**config.mk**
```make
export PLATFORM = sky130hd
export DESIGN_NAME = alu_seq_driver_flat
export DESIGN_NICKNAME = d
export VERILOG_FILES = /design/src/rtl/alu_pkg.sv /design/src/rtl/alu_seq_driver_if.sv /design/src/rtl/alu_sweep_index.sv /design/src/rtl/alu_seq_driver.sv /design/src/flat_wrapper.sv
export SDC_FILE = /design/constraint.sdc
export NUM_CORES = 1
export LEC_CHECK = 0
export BUFFER_PORTS_ARGS = -buffer_cell sky130_fd_sc_hd__buf_2
export CAP_MARGIN = 20
export CORE_MARGIN = 2
export CORE_UTILIZATION = 45
export CTS_BUF_LIST = sky130_fd_sc_hd__clkbuf_4 sky130_fd_sc_hd__clkbuf_8
export DETAILED_ROUTE_END_ITERATION = 10
export PLACE_DENSITY_LB_ADDON = 0.15
export SETUP_SLACK_MARGIN = 0.15
export SYNTH_ARGS = -nofsm -noshare
export SYNTH_HDL_FRONTEND = slang
export SYNTH_SLANG_ARGS = --single-unit
export TNS_END_PERCENT = 30
```
**constraint.sdc**
```tcl
create_clock -name clk -period 3.1 [get_ports clk]
set_clock_uncertainty 0.15 [all_clocks]
set_input_delay 0 -clock clk [delete_from_list [all_inputs] [get_ports clk]]
set_output_delay 0 -clock clk [all_outputs]
set_load 0.05 [all_outputs]
```
**src/rtl/alu_pkg.sv**
```systemverilog
// Shared types and constants for the ALU sweep driver: FSM states, select width and signature fold.
package alu_pkg;

    typedef enum logic [1:0] {
        IDLE   = 2'd0,
        SETTLE = 2'd1,
        EMIT   = 2'd2,
        DONE   = 2'd3
    } state_t;

    localparam int SEL_W   = 4;
    localparam int NUM_OPS = 16;
    localparam int SIG_W   = 16;

    // Rotate-left by one, then xor in the zero-extended {carry, data} of the accepted beat.
    function automatic logic [SIG_W-1:0] sig_fold(input logic [SIG_W-1:0] sig,
                                                  input logic [SIG_W-1:0] beat);
        return {sig[SIG_W-2:0], sig[SIG_W-1]} ^ beat;
    endfunction

endpackage

```
**src/rtl/alu_seq_driver_if.sv**
```systemverilog
// Bundle between the sweep driver, the ALU under stimulus and the result stream consumer.
interface alu_seq_driver_if #(
    parameter int DATA_W = 2,
    parameter int OUT_W  = 8
);
    logic                       start;
    logic                       abort;
    logic [DATA_W-1:0]          alu_a;
    logic [DATA_W-1:0]          alu_b;
    logic [alu_pkg::SEL_W-1:0]  alu_sel;
    logic [OUT_W-1:0]           alu_out;
    logic                       alu_carry;
    logic                       res_valid;
    logic                       res_ready;
    logic [alu_pkg::SEL_W-1:0]  res_sel;
    logic [DATA_W-1:0]          res_a;
    logic [DATA_W-1:0]          res_b;
    logic [OUT_W-1:0]           res_data;
    logic                       res_carry;
    logic                       busy;
    logic                       done;
    logic [alu_pkg::SIG_W-1:0]  signature;

    modport master (
        input  start, abort, alu_out, alu_carry, res_ready,
        output alu_a, alu_b, alu_sel, res_valid, res_sel, res_a, res_b,
               res_data, res_carry, busy, done, signature
    );

    modport slave (
        output start, abort, alu_out, alu_carry, res_ready,
        input  alu_a, alu_b, alu_sel, res_valid, res_sel, res_a, res_b,
               res_data, res_carry, busy, done, signature
    );

endinterface

```
**src/rtl/alu_sweep_index.sv**
```systemverilog
// Operand/select sweep counter: b innermost, then a, then sel; wraps ripple naturally through one counter.
module alu_sweep_index
    import alu_pkg::*;
#(
    parameter int DATA_W = 2
) (
    input  logic              clk,
    input  logic              rst,
    input  logic              clr,
    input  logic              inc,
    output logic [DATA_W-1:0] a,
    output logic [DATA_W-1:0] b,
    output logic [SEL_W-1:0]  sel,
    output logic              last
);

    localparam int CNT_W = SEL_W + 2 * DATA_W;

    logic [CNT_W-1:0] cnt;

    always_ff @(posedge clk or posedge rst) begin
        if (rst) begin
            cnt <= '0;
        end else if (clr) begin
            cnt <= '0;
        end else if (inc) begin
            cnt <= cnt + 1'b1;
        end
    end

    assign {sel, a, b} = cnt;
    assign last        = &cnt;

endmodule

```
**src/rtl/alu_seq_driver.sv**
```systemverilog
// Sweeps every (sel, a, b) into a combinational ALU, captures each result after SETTLE_CYC clocks
// and streams it out on valid/ready; res_ready low holds the beat and the ALU operands indefinitely.
module alu_seq_driver
    import alu_pkg::*;
#(
    parameter int DATA_W     = 2,
    parameter int OUT_W      = 8,
    parameter int SETTLE_CYC = 1
) (
    input  logic              clk,
    input  logic              rst,
    alu_seq_driver_if.master  bus
);

    localparam int             SC_W    = (SETTLE_CYC > 0) ? $clog2(SETTLE_CYC + 1) : 1;
    localparam logic [SC_W-1:0] SC_INIT = SC_W'(SETTLE_CYC);

    state_t            state;
    state_t            state_nxt;
    logic [SC_W-1:0]   cnt;
    logic              cnt_zero;
    logic              hs;
    logic              last;
    logic              idx_clr;
    logic              idx_inc;
    logic              cnt_dec;
    logic              capture;
    logic              beat_acc;
    logic              abort_act;
    logic [DATA_W-1:0] idx_a;
    logic [DATA_W-1:0] idx_b;
    logic [SEL_W-1:0]  idx_sel;

    assign cnt_zero  = (cnt == '0);
    assign hs        = bus.res_valid & bus.res_ready;
    assign abort_act = bus.abort & (state != IDLE);

    alu_sweep_index #(.DATA_W(DATA_W)) u_index (
        .clk  (clk),
        .rst  (rst),
        .clr  (idx_clr),
        .inc  (idx_inc),
        .a    (idx_a),
        .b    (idx_b),
        .sel  (idx_sel),
        .last (last)
    );

    assign bus.alu_a   = idx_a;
    assign bus.alu_b   = idx_b;
    assign bus.alu_sel = idx_sel;

    always_ff @(posedge clk or posedge rst) begin
        if (rst) begin
            state <= IDLE;
        end else begin
            state <= state_nxt;
        end
    end

    always_comb begin
        state_nxt = state;
        case (state)
            IDLE:    if (bus.start) state_nxt = SETTLE;
            SETTLE: begin
                if (bus.abort)     state_nxt = IDLE;
                else if (cnt_zero) state_nxt = EMIT;
            end
            EMIT: begin
                // Abort wins over a same-cycle handshake; that beat is dropped.
                if (bus.abort)     state_nxt = IDLE;
                else if (hs)       state_nxt = last ? DONE : SETTLE;
            end
            DONE:    state_nxt = IDLE;
            default: state_nxt = IDLE;
        endcase
    end

    always_comb begin
        idx_clr  = 1'b0;
        idx_inc  = 1'b0;
        cnt_dec  = 1'b0;
        capture  = 1'b0;
        beat_acc = 1'b0;
        bus.busy = 1'b0;
        bus.done = 1'b0;
        case (state)
            IDLE: idx_clr = bus.start;
            SETTLE: begin
                bus.busy = 1'b1;
                cnt_dec  = !bus.abort && !cnt_zero;
                capture  = !bus.abort && cnt_zero;
            end
            EMIT: begin
                bus.busy = 1'b1;
                beat_acc = !bus.abort && hs;
                idx_inc  = !bus.abort && hs && !last;
            end
            DONE:    bus.done = !bus.abort;
            default: ;
        endcase
    end

    always_ff @(posedge clk or posedge rst) begin
        if (rst) begin
            cnt           <= '0;
            bus.res_valid <= 1'b0;
            bus.res_sel   <= '0;
            bus.res_a     <= '0;
            bus.res_b     <= '0;
            bus.res_data  <= '0;
            bus.res_carry <= 1'b0;
            bus.signature <= '0;
        end else begin
            if (idx_clr) begin
                cnt           <= SC_INIT;
                bus.signature <= '0;
            end
            if (cnt_dec) begin
                cnt <= cnt - 1'b1;
            end
            if (capture) begin
                bus.res_valid <= 1'b1;
                bus.res_sel   <= idx_sel;
                bus.res_a     <= idx_a;
                bus.res_b     <= idx_b;
                bus.res_data  <= bus.alu_out;
                bus.res_carry <= bus.alu_carry;
            end
            if (beat_acc) begin
                bus.res_valid <= 1'b0;
                bus.signature <= sig_fold(bus.signature, SIG_W'({bus.res_carry, bus.res_data}));
                cnt           <= SC_INIT;
            end
            if (abort_act) begin
                bus.res_valid <= 1'b0;
            end
        end
    end

endmodule

```
**src/flat_wrapper.sv**
```systemverilog
// flat-port wrapper written by rule: the top's interface ports become plain ports
module alu_seq_driver_flat import alu_pkg::*;
#(
    parameter int DATA_W     = 2,
    parameter int OUT_W      = 8,
    parameter int SETTLE_CYC = 1
)
  (clk, rst, bus_start, bus_abort, bus_alu_out, bus_alu_carry, bus_res_ready, bus_alu_a, bus_alu_b, bus_alu_sel, bus_res_valid, bus_res_sel, bus_res_a, bus_res_b, bus_res_data, bus_res_carry, bus_busy, bus_done, bus_signature);
  alu_seq_driver_if #(.DATA_W(DATA_W), .OUT_W(OUT_W)) bus_i ();
  input  logic clk;
  input  logic rst;
  input wire logic [$bits(bus_i.start)-1:0] bus_start;
  input wire logic [$bits(bus_i.abort)-1:0] bus_abort;
  input wire logic [$bits(bus_i.alu_out)-1:0] bus_alu_out;
  input wire logic [$bits(bus_i.alu_carry)-1:0] bus_alu_carry;
  input wire logic [$bits(bus_i.res_ready)-1:0] bus_res_ready;
  output wire logic [$bits(bus_i.alu_a)-1:0] bus_alu_a;
  output wire logic [$bits(bus_i.alu_b)-1:0] bus_alu_b;
  output wire logic [$bits(bus_i.alu_sel)-1:0] bus_alu_sel;
  output wire logic [$bits(bus_i.res_valid)-1:0] bus_res_valid;
  output wire logic [$bits(bus_i.res_sel)-1:0] bus_res_sel;
  output wire logic [$bits(bus_i.res_a)-1:0] bus_res_a;
  output wire logic [$bits(bus_i.res_b)-1:0] bus_res_b;
  output wire logic [$bits(bus_i.res_data)-1:0] bus_res_data;
  output wire logic [$bits(bus_i.res_carry)-1:0] bus_res_carry;
  output wire logic [$bits(bus_i.busy)-1:0] bus_busy;
  output wire logic [$bits(bus_i.done)-1:0] bus_done;
  output wire logic [$bits(bus_i.signature)-1:0] bus_signature;
  assign bus_i.start = bus_start;
  assign bus_i.abort = bus_abort;
  assign bus_i.alu_out = bus_alu_out;
  assign bus_i.alu_carry = bus_alu_carry;
  assign bus_i.res_ready = bus_res_ready;
  assign bus_alu_a = bus_i.alu_a;
  assign bus_alu_b = bus_i.alu_b;
  assign bus_alu_sel = bus_i.alu_sel;
  assign bus_res_valid = bus_i.res_valid;
  assign bus_res_sel = bus_i.res_sel;
  assign bus_res_a = bus_i.res_a;
  assign bus_res_b = bus_i.res_b;
  assign bus_res_data = bus_i.res_data;
  assign bus_res_carry = bus_i.res_carry;
  assign bus_busy = bus_i.busy;
  assign bus_done = bus_i.done;
  assign bus_signature = bus_i.signature;
  alu_seq_driver #(.DATA_W(DATA_W), .OUT_W(OUT_W), .SETTLE_CYC(SETTLE_CYC)) u_core (.clk(clk), .rst(rst), .bus(bus_i));
endmodule
```
# Word level (Yosys, flattened, before mapping)
# Cells that the tools add are included.
[word_totals]
ff_bits = 45
input_bits = 14
out_inout_bits = 44
elab_cells = 61
[op_classes]
addsub = 2
n_eq_ne = 6
mux = 24
n_bitwise = 4
reduce_logical = 15
[ops]
columns = ["operator", "count"]
rows = [
  ["2-to-1 mux 16 bit", 2],
  ["2-to-1 mux 8 bit", 2],
  ["XOR 16 x 9 -> 16 bit", 1],
  ["2-to-1 mux 1 bit", 13],
  ["2-to-1 mux 2 bit", 6],
  ["adder 8 x 1 -> 8 bit, second input constant", 1],
  ["one-hot mux 2 bit (4 select lines)", 1],
  ["AND reduction 8 bit", 1],
  ["nonzero test 2 bit", 3],
  ["nonzero test 3 bit", 2],
  ["equality test 2 bit, second input constant", 2],
  ["logical AND 1 bit", 4],
  ["inequality test 3 x 2 -> 1 bit, second input constant", 1],
  ["inequality test 3 bit, second input constant", 1],
  ["AND reduction 3 bit", 1],
  ["AND 1 bit", 2],
  ["equality test 2 x 1 -> 1 bit, second input constant", 1],
  ["logical NOT 1 bit", 2],
  ["logical NOT 2 bit", 1],
  ["inequality test 2 bit, second input constant", 1],
  ["OR reduction 2 bit", 1],
  ["NOT 1 bit", 1],
  ["subtractor 1 bit, second input constant", 1],
]

# Logic depth before layout (Yosys ltp)
# Gate-level depths: netlist of the first run.
[depth]
word_depth = 6
ltp_mapped = 7
depth_no_buf = 6

# Cells and area by module
# From an unflattened synthesis of the first run, not the netlist that was laid out.
[hier_totals]
cells_unflattened = 182
area_unflattened_um2 = 2049.5
[modules_own_cells]
columns = ["mod", "n_inst", "cells_each", "area_each_um2", "seq_area_each_um2"]
rows = [
  ["alu_seq_driver", 1, 142, 1657.8, 925.9],
  ["alu_sweep_index", 1, 40, 391.6, 200.2],
]

# Worst setup path before layout of the first run
# OpenSTA, ideal clock, no wires.
[synth_timing]
path_type = "reg-to-reg"
start = "register u_core.u_index.cnt[0]"
end = "register u_core.u_index.cnt[0]"
setup_time_ps = 127
t_arrival_ps = 1649
t_required_ps = 2823
setup_slack_ps = 1175
stages_incl_launch_ff = 6
n_path_buf = 0
period_less_slack_ps = 1925
cell_sequence = "dfrtp_1 -> ha_1 -> nand4_1 -> o21ai_1 -> xor2_1 -> nor2_1"
[synth_between]
elab_chain_len = 5
elab_cells_between_ends = 8
cone_classes = "1 x add/sub; 3 x mux; 4 x reduce/logical"
[synth_lines]
columns = ["item", "line", "rtl"]
rows = [
  ["start: declaration", "alu_sweep_index.sv:19", "logic [CNT_W-1:0] cnt;"],
  ["start signal: assignment", "alu_sweep_index.sv:27", "cnt <= cnt + 1'b1;"],
  ["branches (longest 5 deep; another with adder 8 x 1 -> 8 bit)", "-", ""],
]
# Parallel ways; which one is timed is not known. The select of a mux whose other input is x is not followed.
# A chain may end at the register's enable or synchronous reset.

# Final worst setup path of the first run
[layout_timing]
start = "register u_core.state[0]"
end = "register u_core.u_index.cnt[6]"
[layout_between]
elab_chain_len = 3
elab_cells_between_ends = 6
cone_classes = "1 x eq/ne; 3 x mux; 2 x reduce/logical"
[layout_lines]
columns = ["item", "line", "rtl"]
rows = [
  ["start: declaration", "alu_seq_driver.sv:18", "state_t state;"],
  ["start signal: assignment", "alu_seq_driver.sv:57", "state <= state_nxt;"],
  ["equality test 2 bit or logical NOT 2 bit (tied branches)", "alu_seq_driver.sv:87", "case (state)"],
  ["2-to-1 mux 1 bit", "alu_seq_driver.sv:87", ""],
  ["nonzero test 2 bit (no line) or 2-to-1 mux 8 bit (tied branches)", "-", ""],
]
# Parallel ways exist; a longest one is shown, timed or not.

==> summary.md, run 1 <==
| Metric | Value |
|---|---|
| Post-Route WL | 4330 um |
| Slew @ Worst Pin | 915 ps |
| Final Power | 1.96 mW |
| Unique masters post-synth | 36 |
| Detail Placement HPWL | 2840 um |
| Core ar. | 0.00441 mm^2 |
| Die Y | 72.2 um |
| Worst hold start | bus_res_ready |
| Status | complete, no violations |
| Worst-skew pair later-pin latency | 290 ps |
| GPL Wtd Cong | 0.902 |
| Avg Synthesized Cell Area | 11.5 um^2 |
| WP data required | 3180 ps |
| H-tree lvl count | 2 |
| First-pass GRT wire length | 7160 um |
| Post-route cell area | 0.00261 mm^2 |
| Crit path max-delay family | simple AND/OR/NAND/NOR gates |
| Gate Count Post-Synth | 182 |
| Post-CTS Hold Fix Bufs | 12 |
| Final Slew Violations | 0 |
| # fillers | 387 |
| Diode count | 0 |
| Util after Layout | 0.590 |
| CP peak stage delay | 590 ps |
| Wire per inst | 14.3 um |
| CP max FO | 30 |
| Power Dens Cells | 751 mW/mm^2 |
| Post-layout nets | 269 |
| Via count | 1596 |
| Longest Clk Path Bufs | 2 |
| CTS tree | yes |
| Worst setup EP type | flop |
| DRT iter0 DRCs | 85 |
| Syn Std Cell Area | 0.00209 mm^2 |
| Cells after DPL | 283 |
| Crit path from | u_core.state[0] |
| Synth Net Count | 201 |
| Slew Limit Headroom | 0.389 |
| P_leak | 1.35 nW |
| P&R area growth vs syn | 24.6% |
| Gr usage total | 0.179 |
| Worst hold path depth | 5 |
| Final min period | 2120 ps |
| Final Non-Filler Cells | 302 |
| Die area | 0.00521 mm^2 |
| R2R cell count | 5 |
| Clock Tree Root | clkbuf_8 |
| Worst setup margin | 983 ps |
| Buffers added on ports | 57 |
| Antenna-violating nets left | 0 |
| Vias in the first global route | 1541 |
| RR Startpoint | u_core.state[0] |
| Antenna violations before repair | 0 |
| CTS Buf Count | 5 |
| Std-Cell Rows | 24 |
| Grt ovf | 0 |
| MaxCap Viol Count | 0 |
| Pre-CTS worst setup slack | 1030 ps |
| Placed inst area | 0.00239 mm^2 |
| Initial Util | 0.474 |
| Largest net degree at the start of global routing | 46 |
| Fmax | 0.472 GHz |
| FF+latch count, synth | 45 |
| Worst min-delay path class | primary input to flop |
| Max VDD drop | 0.302 mV |
| Io pins | 58 |
| Setup TNS | 0 ps |
| DRC Markers | 0 |
| Die X | 72.2 um |
| Vias per inst | 5.28 |
| CP Depth | 5 |
| Worst setup SP type | flop |
| Crit-path cells | inv_1 > ha_1 > nand4b_4 > or4_1 > a21oi_1 |
| Count of final hold-check violations | 0 |
| Sink Count | 45 |
| Final setup vio count | 0 |
| Worst-path clk slew | 80 ps |
| Initial DRT Pass Iterations | 4 |
| Tcrit/Tclk final | 0.683 |
| Sequential fraction of the synthesis area | 0.539 |
| Post-CTS sizing | 0 |
| Hold_ws | 36.6 ps |
| RSZ-0062 raised after global routing | no |
| Critical-path top delay cell | or4_1 |
| Share of layout cells above drive strength 1 | 0.348 |
| WS Path Type | flop to flop |
| Worst Path Arrival | 2190 ps |
| Buf/Inv on CP | 1 |
| Post-CTS setup buffer count | 0 |
| Yosys warning count | 0 |
[power breakdown]
group	internal (mW)	switching (mW)	total, mW	leakage (nW)
combinational	0.259	0.541	0.800	0.696
clock	0.186	0.189	0.375	0.0477
sequential	0.682	0.100	0.782	0.604
[layout make-up]
cell class	instances	area (um^2)	area share
Sequential cell	45	1130	0.432
Clock buffer	7	90.1	0.0346
Timing Repair Buffer	69	405	0.156
Multi-Input combinational cell	125	903	0.347
Inverter	4	15.0	0.00576
Tap cell	52	65.1	0.0250
[worst paths after layout]
| check | to | slack (ps) |
|---|---|---|
| worst max-delay path | u_core.u_index.cnt[6] | 980 |
| worst min-delay path | u_core.state[1] | 40 |
| worst max register to register | u_core.u_index.cnt[6] | 980 |
| worst min register to register | u_core.bus.signature[12] | 340 |
| max in group asynchronous | u_core.bus.signature[11] | 1930 |
| min in group asynchronous | u_core.bus.res_data[2] | 300 |
[metal layers]
metal,wire length (um),vias to the layer above,GRT usage
met5,0,-,0
met4,32,0,0.0629
met3,257,4,0.0569
met2,1980,52,0.277
met1,2060,764,0.237
li1,-,776,-
[sequential cells by signal, summed over array words and instances (netlist names)]
signal / count
u_core.state: 2
u_core.bus.res_sel: 4
u_core.bus.res_b: 2
u_core.u_index.cnt: 8
u_core.bus.res_data: 8
u_core.bus.res_a: 2
u_core.bus.signature: 16
u_core.bus.res_carry: 1
u_core.cnt: 1
u_core.bus.res_valid: 1
[synth_stat cells (all sizes together)]
cell type	n	area share
a221oi	1	0.0042
nor3	2	0.0048
dfrtp	45	0.54
nor2b	4	0.012
clkbuf	4	0.0072
o21ai	12	0.029
nand2	21	0.038
a21oi	2	0.0048
and3	2	0.0060
nand4	2	0.0060
o211ai	4	0.014
inv	4	0.0072
and2	1	0.0030
o41a	1	0.0054
o41ai	1	0.0042
nor4b	1	0.011
xor2	4	0.017
mux2	17	0.092
or4	1	0.0036
nand2b	1	0.0030
buf	4	0.015
a211o	1	0.0042
nand4b	1	0.011
ha	5	0.030
and4b	2	0.0096
o221a	1	0.0054
nand3	20	0.050
xnor2	10	0.042
a22oi	1	0.0036
a41oi	1	0.0042
nor2	6	0.014
[logic make-up after synthesis]
group / after synthesis / share of synthesized area
AND/OR/NAND/NOR: 64 / 0.173
buffers and inverters: 12 / 0.0293
XOR/XNOR: 14 / 0.0586
adder cells (fa/ha/maj): 5 / 0.0299
multiplexers: 17 / 0.0916
flip-flops: 45 / 0.539
AO/OA/AOI/OAI: 25 / 0.0790
[tightest hold or removal path: stages]
cell and delay, ps:
buf_2 130, nand2_1 60, a221oi_1 100, nand2_1 70, nand3_1 70
[placed cells by master, fill, tap and decap left out]
cell type,Yosys,layout
buf_2,1,57
and2_1,1,1
nor3_1,2,2
nor2_1,5,5
o41a_1,1,1
inv_2,0,1
nand2_1,21,21
nand3_2,1,1
and4b_1,2,2
a221oi_1,1,1
o211ai_1,4,4
nor2_4,1,1
a41oi_1,1,1
nor2b_1,4,4
nand4_1,2,2
a21oi_1,2,2
nor4b_4,1,1
nand2b_1,1,1
mux2_2,17,17
xnor2_1,10,10
dlygate4sd3_1,0,12
xor2_1,4,4
o21ai_0,11,11
inv_1,4,3
o21ai_1,1,1
a211o_1,1,1
o221a_2,1,1
clkbuf_8,0,6
a22oi_1,1,1
ha_1,5,5
and3_1,2,2
clkbuf_4,0,1
nand3_1,19,19
or4_1,1,1
dfrtp_1,45,45
o41ai_1,1,1
nand4b_4,1,1
(Power assumes the default switching activity.)
==> run 2, diff against run 1 <==
- clock period: 3.1 -> 2.2 ns (I/O delays scaled with it)
==> summary.md, run 2 (synthesis results as in run 1) <==
| Metric | Value |
|---|---|
| WP data required | 2230 ps (was 3180 ps) |
| RR Startpoint | u_core.state[1] (was u_core.state[0]) |
| Gr usage total | 0.181 (was 0.179) |
| Slew Limit Headroom | 0.795 (was 0.389) |
| DRT iter0 DRCs | 92 (was 85) |
| Die area | 0.00521 mm^2 (unchanged) |
| Die X | 72.2 um (unchanged) |
| Worst setup SP type | flop (unchanged) |
| Top Registers | u_core.bus.signature x16, u_core.bus.res_data x8, u_core.u_index.cnt x8 (unchanged) |
| Crit path from | u_core.state[1] (was u_core.state[0]) |
| Sink Count | 45 (unchanged) |
| Vias in the first global route | 1525 (was 1541) |
| Worst setup EP type | flop (unchanged) |
| DRC Markers | 0 (unchanged) |
| Setup TNS | 0 ps (unchanged) |
| Most frequent cells in the layout | buf_2, dfrtp_1, nand2_1 (unchanged) |
| Count of final hold-check violations | 0 (unchanged) |
| H-tree lvl count | 2 (unchanged) |
| Post-layout nets | 277 (was 269) |
| GPL Wtd Cong | 0.776 (was 0.902) |
| Worst-skew pair later-pin latency | 300 ps (was 290 ps) |
| Die Y | 72.2 um (unchanged) |
| Fmax | 0.534 GHz (was 0.472 GHz) |
| Share of layout cells above drive strength 1 | 0.367 (was 0.348) |
| Antenna violations before repair | 0 (unchanged) |
| RR Endpoint | u_core.bus.res_sel[0] (was u_core.u_index.cnt[6]) |
| Std-Cell Rows | 24 (unchanged) |
| Io pins | 58 (unchanged) |
| Clock Tree Root | clkbuf_8 (unchanged) |
| Post-CTS setup buffer count | 0 (unchanged) |
| Worst hold path depth | 5 (unchanged) |
| Max FFs per register | 16 (unchanged) |
| Buffers added on ports | 57 (unchanged) |
| Util after Layout | 0.607 (was 0.590) |
| Initial Util | 0.474 (unchanged) |
| CP max FO | 7 (was 30) |
| Max VDD drop | 0.489 mV (was 0.302 mV) |
| Worst min-delay path class | primary input to flop (unchanged) |
| Worst Path Arrival | 1900 ps (was 2190 ps) |
| Crit path to | u_core.bus.res_sel[0] (was u_core.u_index.cnt[6]) |
| Worst hold start | bus_res_ready (unchanged) |
| Final min period | 1870 ps (was 2120 ps) |
| Worst R2R Setup Slack | 330 ps (was 980 ps) |
| Power Dens Cells | 1060 mW/mm^2 (was 751 mW/mm^2) |
| Worst-path clk slew | 80 ps (about the same) |
| Post-Route WL | 4470 um (was 4330 um) |
| Vias per inst | 5.21 (was 5.28) |
| Initial DRT Pass Iterations | 4 (unchanged) |
| First-pass GRT wire length | 7310 um (was 7160 um) |
| Antenna-violating nets left | 0 (unchanged) |
| Diode count | 0 (unchanged) |
| Wire per inst | 14.4 um (was 14.3 um) |
| R2R cell count | 6 (was 5) |
| Core ar. | 0.00441 mm^2 (unchanged) |
| RSZ-0062 raised after global routing | no (unchanged) |
| CTS tree | yes (unchanged) |
| Final Slew Violations | 0 (unchanged) |
| MaxCap Viol Count | 0 (unchanged) |
| CTS Buf Count | 5 (unchanged) |
| Tcrit/Tclk final | 0.851 (was 0.683) |
| Leading cell type in the layout, fill and taps excluded | buf_2 (unchanged) |
| Final setup vio count | 0 (unchanged) |
| Slew @ Worst Pin | 303 ps (was 915 ps) |
| Grt ovf | 0 (unchanged) |
| WS Path Type | flop to flop (unchanged) |
| Detail Placement HPWL | 3050 um (was 2840 um) |
| P&R area growth vs syn | 28.1% (was 24.6%) |
| Largest net degree at the start of global routing | 28 (was 46) |
| # fillers | 377 (was 387) |
| Longest Clk Path Bufs | 2 (unchanged) |
| Top reg by flops | u_core.bus.signature (unchanged) |
| Status | complete, no violations (unchanged) |
| Via count | 1619 (was 1596) |
| P_leak | 1.39 nW (was 1.35 nW) |
-- run 2: cell types whose count changed in the layout (fill, tap and decap cells not counted) --
cell | before | now
clkbuf_4 | 1 | 0
buf_4 | 0 | 7
clkbuf_8 | 6 | 7
dlygate4sd3_1 | 12 | 13
clkinv_2 | 0 | 1
-- run 2: worst max-delay path, stage by stage (launching register included) --
cell,delay [ps]
dfrtp_1,430
inv_1,100
ha_1,170
nand2_1,130
nor2_4,220
buf_4,220
mux2_2,340
-- run 2: how the worst min path moves through the flow --
stage | slack, ps | end
2_1_floorplan | 2 | u_core.bus.res_data[0]
3_3_place_gp | -270 | u_core.bus.signature[3]
3_5_place_dp | -270 | u_core.bus.signature[3]
4_1_cts | 20 | u_core.state[1]
5_1_grt | 30 | u_core.state[1]
6_report | 20 | u_core.state[1]
-- run 2: through the flow --
step                      cells  power [mW]  hold slack (ps)  worst slack, ps  cell area [um^2]
after floorplan             182        2.01             1.57              275              2090
after global placement      290        2.26             -271              353              2450
after detailed placement    290        2.28             -269              334              2450
after CTS                   311        2.85             16.0              320              2680
after global routing        311        2.97             32.7              198              2680
final                       311        2.83             17.0              329              2680
-- run 2: area by class of cell --
cell class	count	area, um^2	area share
flip-flops and latches	45	1130	0.420
repair buffers	77	468	0.175
clock inverters	1	5.00	0.00187
multi-input cells	125	903	0.337
inverters	4	15.0	0.00560
clock buffers	7	96.3	0.0360
well taps	52	65.1	0.0243
-- run 2: where the power goes --
part | switching (mW) | total, mW | internal, mW
Sequential | 0.144 | 1.10 | 0.960
Clock | 0.272 | 0.555 | 0.284
Combinational | 0.776 | 1.17 | 0.392
-- run 2: metal layers --
metal / part of all wire / track usage
met1: 0.49 / 0.253
met2: 0.44 / 0.275
met3: 0.052 / 0.0375
met4: 0.017 / 0.0755
met5: 0 / 0
-- run 2: timing repair --
item,in CTS,in global routing
hold endpoints to repair,56,0
hold buffers,13,0
resized for setup,0,0
